[src/rtl/snf_rxreq_pkg.sv]
`default_nettype none
// ============================================================================
//  Module   : snf_rxreq_pkg
//  Brief    : CHI REQ flit layout shared by the SN REQ-link receiver and its users.
//  Revision : 1.0  initial release
// ============================================================================
package snf_rxreq_pkg;

    localparam int unsigned OPCODE_W = 7;

    localparam logic [OPCODE_W-1:0] OPC_REQLCRDRETURN = 7'h00;
    localparam logic [OPCODE_W-1:0] OPC_READNOSNP     = 7'h04;

    typedef struct packed {
        logic [3:0]          QoS;
        logic [10:0]         TgtID;
        logic [10:0]         SrcID;
        logic [11:0]         TxnID;
        logic [OPCODE_W-1:0] Opcode;
        logic [2:0]          Size;
        logic [51:0]         Addr;
    } reqflit_t;

endpackage
`default_nettype wire

[src/rtl/snf_rxreq.sv]
`default_nettype none
// ============================================================================
//  Module   : snf_rxreq
//  Brief    : CHI REQ link receiver: L-credit grant, DEPTH-entry flit FIFO,
//             ReqLCrdReturn absorption and credit drain on link_en=0.
//  Revision : 1.0  initial release
// ============================================================================
module snf_rxreq
    import snf_rxreq_pkg::*;
#(
    parameter int unsigned          DEPTH           = 4,
    parameter logic [OPCODE_W-1:0]  LCRD_RETURN_OPC = 7'h00
) (
    input  logic        clock,
    input  logic        reset,
    input  reqflit_t    RXREQFLIT,
    input  logic        RXREQFLITV,
    input  logic        RXREQFLITPEND,
    output logic        RXREQLCRDV,
    input  logic        link_en,
    output reqflit_t    req_out,
    output logic        req_out_valid,
    input  logic        req_out_ready,
    output logic [3:0]  crd_outstanding,
    output logic [3:0]  occupancy,
    output logic        protocol_err
);

    localparam int unsigned         c_PTR_W = (DEPTH > 1) ? $clog2(DEPTH) : 1;
    localparam logic [c_PTR_W-1:0]  c_LAST  = c_PTR_W'(DEPTH - 1);
    localparam logic [4:0]          c_DEPTH = 5'(DEPTH);

    reqflit_t           r_mem [DEPTH];
    logic [c_PTR_W-1:0] r_wptr;
    logic [c_PTR_W-1:0] r_rptr;
    logic [3:0]         r_crd;
    logic [3:0]         r_occ;
    logic               r_lcrdv;
    logic               r_err;

    logic               w_acc;
    logic               w_push;
    logic               w_pop;
    logic [3:0]         w_crd_n;
    logic [3:0]         w_occ_n;
    logic [4:0]         w_sum_n;
    logic               w_unused_pend;

    // The early-flit hint carries no information this receiver needs.
    assign w_unused_pend = RXREQFLITPEND;

    assign w_acc   = RXREQFLITV & (r_crd != 4'd0);
    assign w_push  = w_acc & (RXREQFLIT.Opcode != LCRD_RETURN_OPC);
    assign w_pop   = (r_occ != 4'd0) & req_out_ready;
    assign w_crd_n = r_crd + {3'b000, r_lcrdv} - {3'b000, w_acc};
    assign w_occ_n = r_occ + {3'b000, w_push} - {3'b000, w_pop};
    assign w_sum_n = {1'b0, w_crd_n} + {1'b0, w_occ_n};

    always_ff @(posedge clock) begin
        if (!reset) begin
            r_wptr  <= '0;
            r_rptr  <= '0;
            r_crd   <= 4'd0;
            r_occ   <= 4'd0;
            r_lcrdv <= 1'b0;
            r_err   <= 1'b0;
        end else begin
            r_crd   <= w_crd_n;
            r_occ   <= w_occ_n;
            // Grant only while the next-cycle buffer+credit total leaves room.
            r_lcrdv <= link_en & (w_sum_n < c_DEPTH);
            if (RXREQFLITV && (r_crd == 4'd0)) begin
                r_err <= 1'b1;
            end
            if (w_push) begin
                r_wptr <= (r_wptr == c_LAST) ? '0 : r_wptr + 1'b1;
            end
            if (w_pop) begin
                r_rptr <= (r_rptr == c_LAST) ? '0 : r_rptr + 1'b1;
            end
        end
    end

    // Payload storage needs no reset; pointers and occupancy define validity.
    always_ff @(posedge clock) begin
        if (w_push) begin
            r_mem[r_wptr] <= RXREQFLIT;
        end
    end

    assign RXREQLCRDV      = r_lcrdv;
    assign req_out         = r_mem[r_rptr];
    assign req_out_valid   = (r_occ != 4'd0);
    assign crd_outstanding = r_crd;
    assign occupancy       = r_occ;
    assign protocol_err    = r_err;

endmodule
`default_nettype wire
[config.mk]
export PLATFORM = sky130hd
export DESIGN_NAME = snf_rxreq
export DESIGN_NICKNAME = d
export VERILOG_FILES = /design/src/rtl/snf_rxreq_pkg.sv /design/src/rtl/snf_rxreq.sv
export SDC_FILE = /design/constraint.sdc
export NUM_CORES = 1
export LEC_CHECK = 0
export ABC_AREA = 1
export BUFFER_PORTS_ARGS = -buffer_cell sky130_fd_sc_hd__buf_2
export CAP_MARGIN = 20
export CORE_ASPECT_RATIO = 0.9
export CORE_MARGIN = 4
export CORE_UTILIZATION = 57
export CTS_CLUSTER_DIAMETER = 150
export CTS_CLUSTER_SIZE = 25
export DETAILED_ROUTE_END_ITERATION = 6
export PLACE_DENSITY_LB_ADDON = 0.08
export SKIP_LAST_GASP = 1
export SLEW_MARGIN = 30
export SYNTH_ARGS = -nofsm -noshare
export SYNTH_HDL_FRONTEND = slang
export SYNTH_SLANG_ARGS = --single-unit
[constraint.sdc]
create_clock -name clock -period 9.8 [get_ports clock]
set_input_delay 2.94 -clock clock [delete_from_list [all_inputs] [get_ports clock]]
set_output_delay 2.94 -clock clock [all_outputs]
set_load 0.005 [all_outputs]
==> run_results.csv <==
group,metric,value,unit
worst_setup_path,cp_data_required_time,6860,ps
floorplanning,dieHeight,167,um
placement,dp_hpwl,17900,um
placement,place.gp.congestion,0.756,
clocking,cts_buffers,20,
clocking,clock_latency,530,ps
clocking,cts_tree,"yes",
clocking,cts_setup_buffers,0,
worst_setup_path,path_max_fanout,117,
sta,setup_viol,0,
sta,slew_violations,0,
floorplanning,dieArea,30900,um^2
sta,max_slew_margin,35.7,%
clocking,htreeDepth,1,
routing,drc,0,
yosys,syn_area_per_cell,14.3,um^2
worst_setup_path,end_kind,"output pin",
sta,rsz0062_at_grt,"no",
clocking,root_buffer,"clkbuf_16",
routing,drt-pass1-iter-count,5,
floorplanning,start_util,58.7,%
worst_setup_path,max_stage_delay,860,ps
finish,drive_gt1_share,20.5,%
worst_setup_path,critical_path_class,"register to output pin",
hold_path,hold_path.class,"register to register",
yosys,syn_nets,1247,
global_route,track_usage,19.7,%
global_route,grt-ovfl-total,0,
yosys,ys_ff_latch,416,
worst_setup_path,worstSetupStartpointType,"register",
routing,drtAntennaViolNets,0,
routing,finalWirelength,31700,um
worst_setup_path,path_cells,"inv_6 > buf_4 > o21ai_1 > o22ai_1 > buf_2",
sta,fmax,0.164,GHz
clocking,cts_hold_buf,0,
worst_setup_path,crit_buf_inv,3,
sta,worst_slew_pin_slew,965,ps
power,p_per_area,269,nW/um^2
routing,routed-via-count,9346,
worst_setup_path,crit_arrival,3140,ps
clocking,max-clock-path-buffers,3,
clocking,post_cts_resized,0,
sta,fin_skew,20.6,ps
sta,fin_ws,3720,ps
sta,final.setup.tns,0,ps
floorplanning,die_x,185,um
worst_setup_path,crit_slowest_cell,"buf_4",
power,irDropWorstVdd,0.228,mV
clocking,numClockSinks,416,
placement,portBuffers,215,
finish,fin_cells,1670,
job,drv_cap,0,
status,status,"complete, no violations",
yosys,seq_area_frac_synth,77.0,%
sta,min_period,6080,ps
sta,post-route-period-util,62.1,%
finish,area_growth,10.8,%
routing,viasPerCell,5.60,
routing,avgRoutedWirePerCell,19.0,um
yosys,synth_area,16000,um^2
global_route,grt_pass1_wl,48200,um
yosys,synth_warnings,0,
global_route,grt_antenna_before_repair,10,
placement,post-place-cells,1640,
finish,fin_nets,1433,
worst_setup_path,crit_family,"buffers and inverters",
floorplanning,rows,57,
global_route,grt_pass1_vias,8696,
power,leakagePower,6.30,nW
yosys,synthDistinctLibCells,30,
yosys,synth_cells,1122,
floorplanning,io_pins,217,
placement,pre_cts_ws,4090,ps
floorplanning,core,27300,um^2
global_route,grt_max_degree,118,
finish,fin_util,65.0,%
routing,drt_iter0_drc,683,
clocking,clk_pin_slew,90,ps
sta,hold_viol,0,
## cells by family after synthesis
group                    Yosys count  share of synthesized area [%]
XOR/XNOR                           1                         0.0547
adder cells (fa/ha/maj)           19                           1.58
AND/OR/NAND/NOR                  271                           6.47
flip-flops                       416                           77.0
AO/OA/AOI/OAI                    309                           10.6
buffers and inverters            106                           4.30
## per-stage QoR
stage                     hold slack (ps)  area, um^2  power [mW]
after floorplan                       447       16000        3.40
after global placement                434       17100        3.89
after detailed placement              444       17200        3.93
after CTS                             458       17700        4.82
after global routing                  491       17700        5.08
final                                 452       17700        4.77
## final timing paths
kind                      start           end  slack (ps)  cells past startpoint
max                    register   req_out[94]        3720                      5
min reg2reg        protocol_err  protocol_err         450                      2
max reg2reg  crd_outstanding[2]    RXREQLCRDV        6730                     16
min                protocol_err  protocol_err         450                      2
## worst register-to-register path: stages, from the launching register on
cell and delay (ps):
dfxtp_1 330, inv_1 60, ha_1 230, a21boi_2 210
nand2_1 350, nand2_1 260, nand2_1 80, ha_1 210
nand3_1 90, nand2_1 70, xor2_1 230, inv_1 80
ha_1 280, inv_1 70, or2_2 270, nand3_1 90
a21oi_1 40
## cell usage in the layout, fill, tap and decap left out
master / Yosys / routed
or2_2: 1 / 1
nor2_2: 2 / 2
nor2_1: 222 / 218
clkbuf_1: 22 / 6
clkbuf_16: 0 / 21
nor2_4: 0 / 4
diode_2: 0 / 2
o21ai_0: 102 / 102
xor2_1: 1 / 1
buf_6: 30 / 1
a21o_1: 1 / 1
fa_1: 2 / 2
edfxtp_1: 400 / 400
buf_2: 1 / 215
o22ai_2: 2 / 2
o21ai_1: 97 / 97
dfxtp_2: 0 / 1
buf_16: 0 / 1
a21boi_2: 1 / 1
nand3_1: 8 / 8
inv_1: 38 / 38
clkinv_2: 0 / 1
a21oi_1: 5 / 5
inv_6: 0 / 1
ha_1: 17 / 17
nand2_1: 37 / 37
dfxtp_1: 16 / 14
dfxtp_4: 0 / 1
buf_4: 1 / 13
o22ai_1: 98 / 98
o21ai_2: 3 / 3
inv_8: 0 / 1
nor3_1: 1 / 1
## registers in the layout, indices dropped and copies added (netlist names), named ones only
name and count:
occupancy 4, protocol_err 1, crd_outstanding 4, r_rptr 2
RXREQLCRDV 1, r_wptr 2, r_mem 400
## cells in the mapped netlist, drive strengths merged
cell / number / area share, %
edfxtp: 400 / 75
a21boi: 1 / 0.070
nand3: 8 / 0.25
clkbuf: 32 / 0.94
or2: 1 / 0.039
a21o: 1 / 0.047
dfxtp: 16 / 2.0
a21oi: 5 / 0.16
nand2: 37 / 0.87
ha: 17 / 1.3
o21ai: 202 / 6.4
nor3: 1 / 0.031
inv: 39 / 0.93
nor2: 224 / 5.3
xor2: 1 / 0.055
buf: 34 / 2.4
fa: 2 / 0.25
o22ai: 100 / 4.0
clkinv: 1 / 0.023
## final cells by class
cell class                 instances  area, um^2
sequential                       416       12300
inverter                          40         156
clock inverter                     1        11.3
tap                              354         443
fill                            2060        9570
clock buffer                      27         548
antenna                            2        5.00
multi-input combinational        600        3030
timing repair buffer             230        1210
## where the power goes
group          total, mW  internal, mW  switching, mW
clock network      0.898         0.396          0.502
registers           2.31          2.24         0.0703
logic               1.56         0.557           1.00
total               4.77          3.19           1.58
## metal layers
layer	track usage (%)	up-vias	part of all wire, %
met5	0	-	0.29
met4	3.70	16	1.7
met3	4.95	48	7.5
met2	32.0	241	47
met1	27.8	4532	43
li1	-	4509	-
No activity file was read; power rests on OpenSTA's default activity.
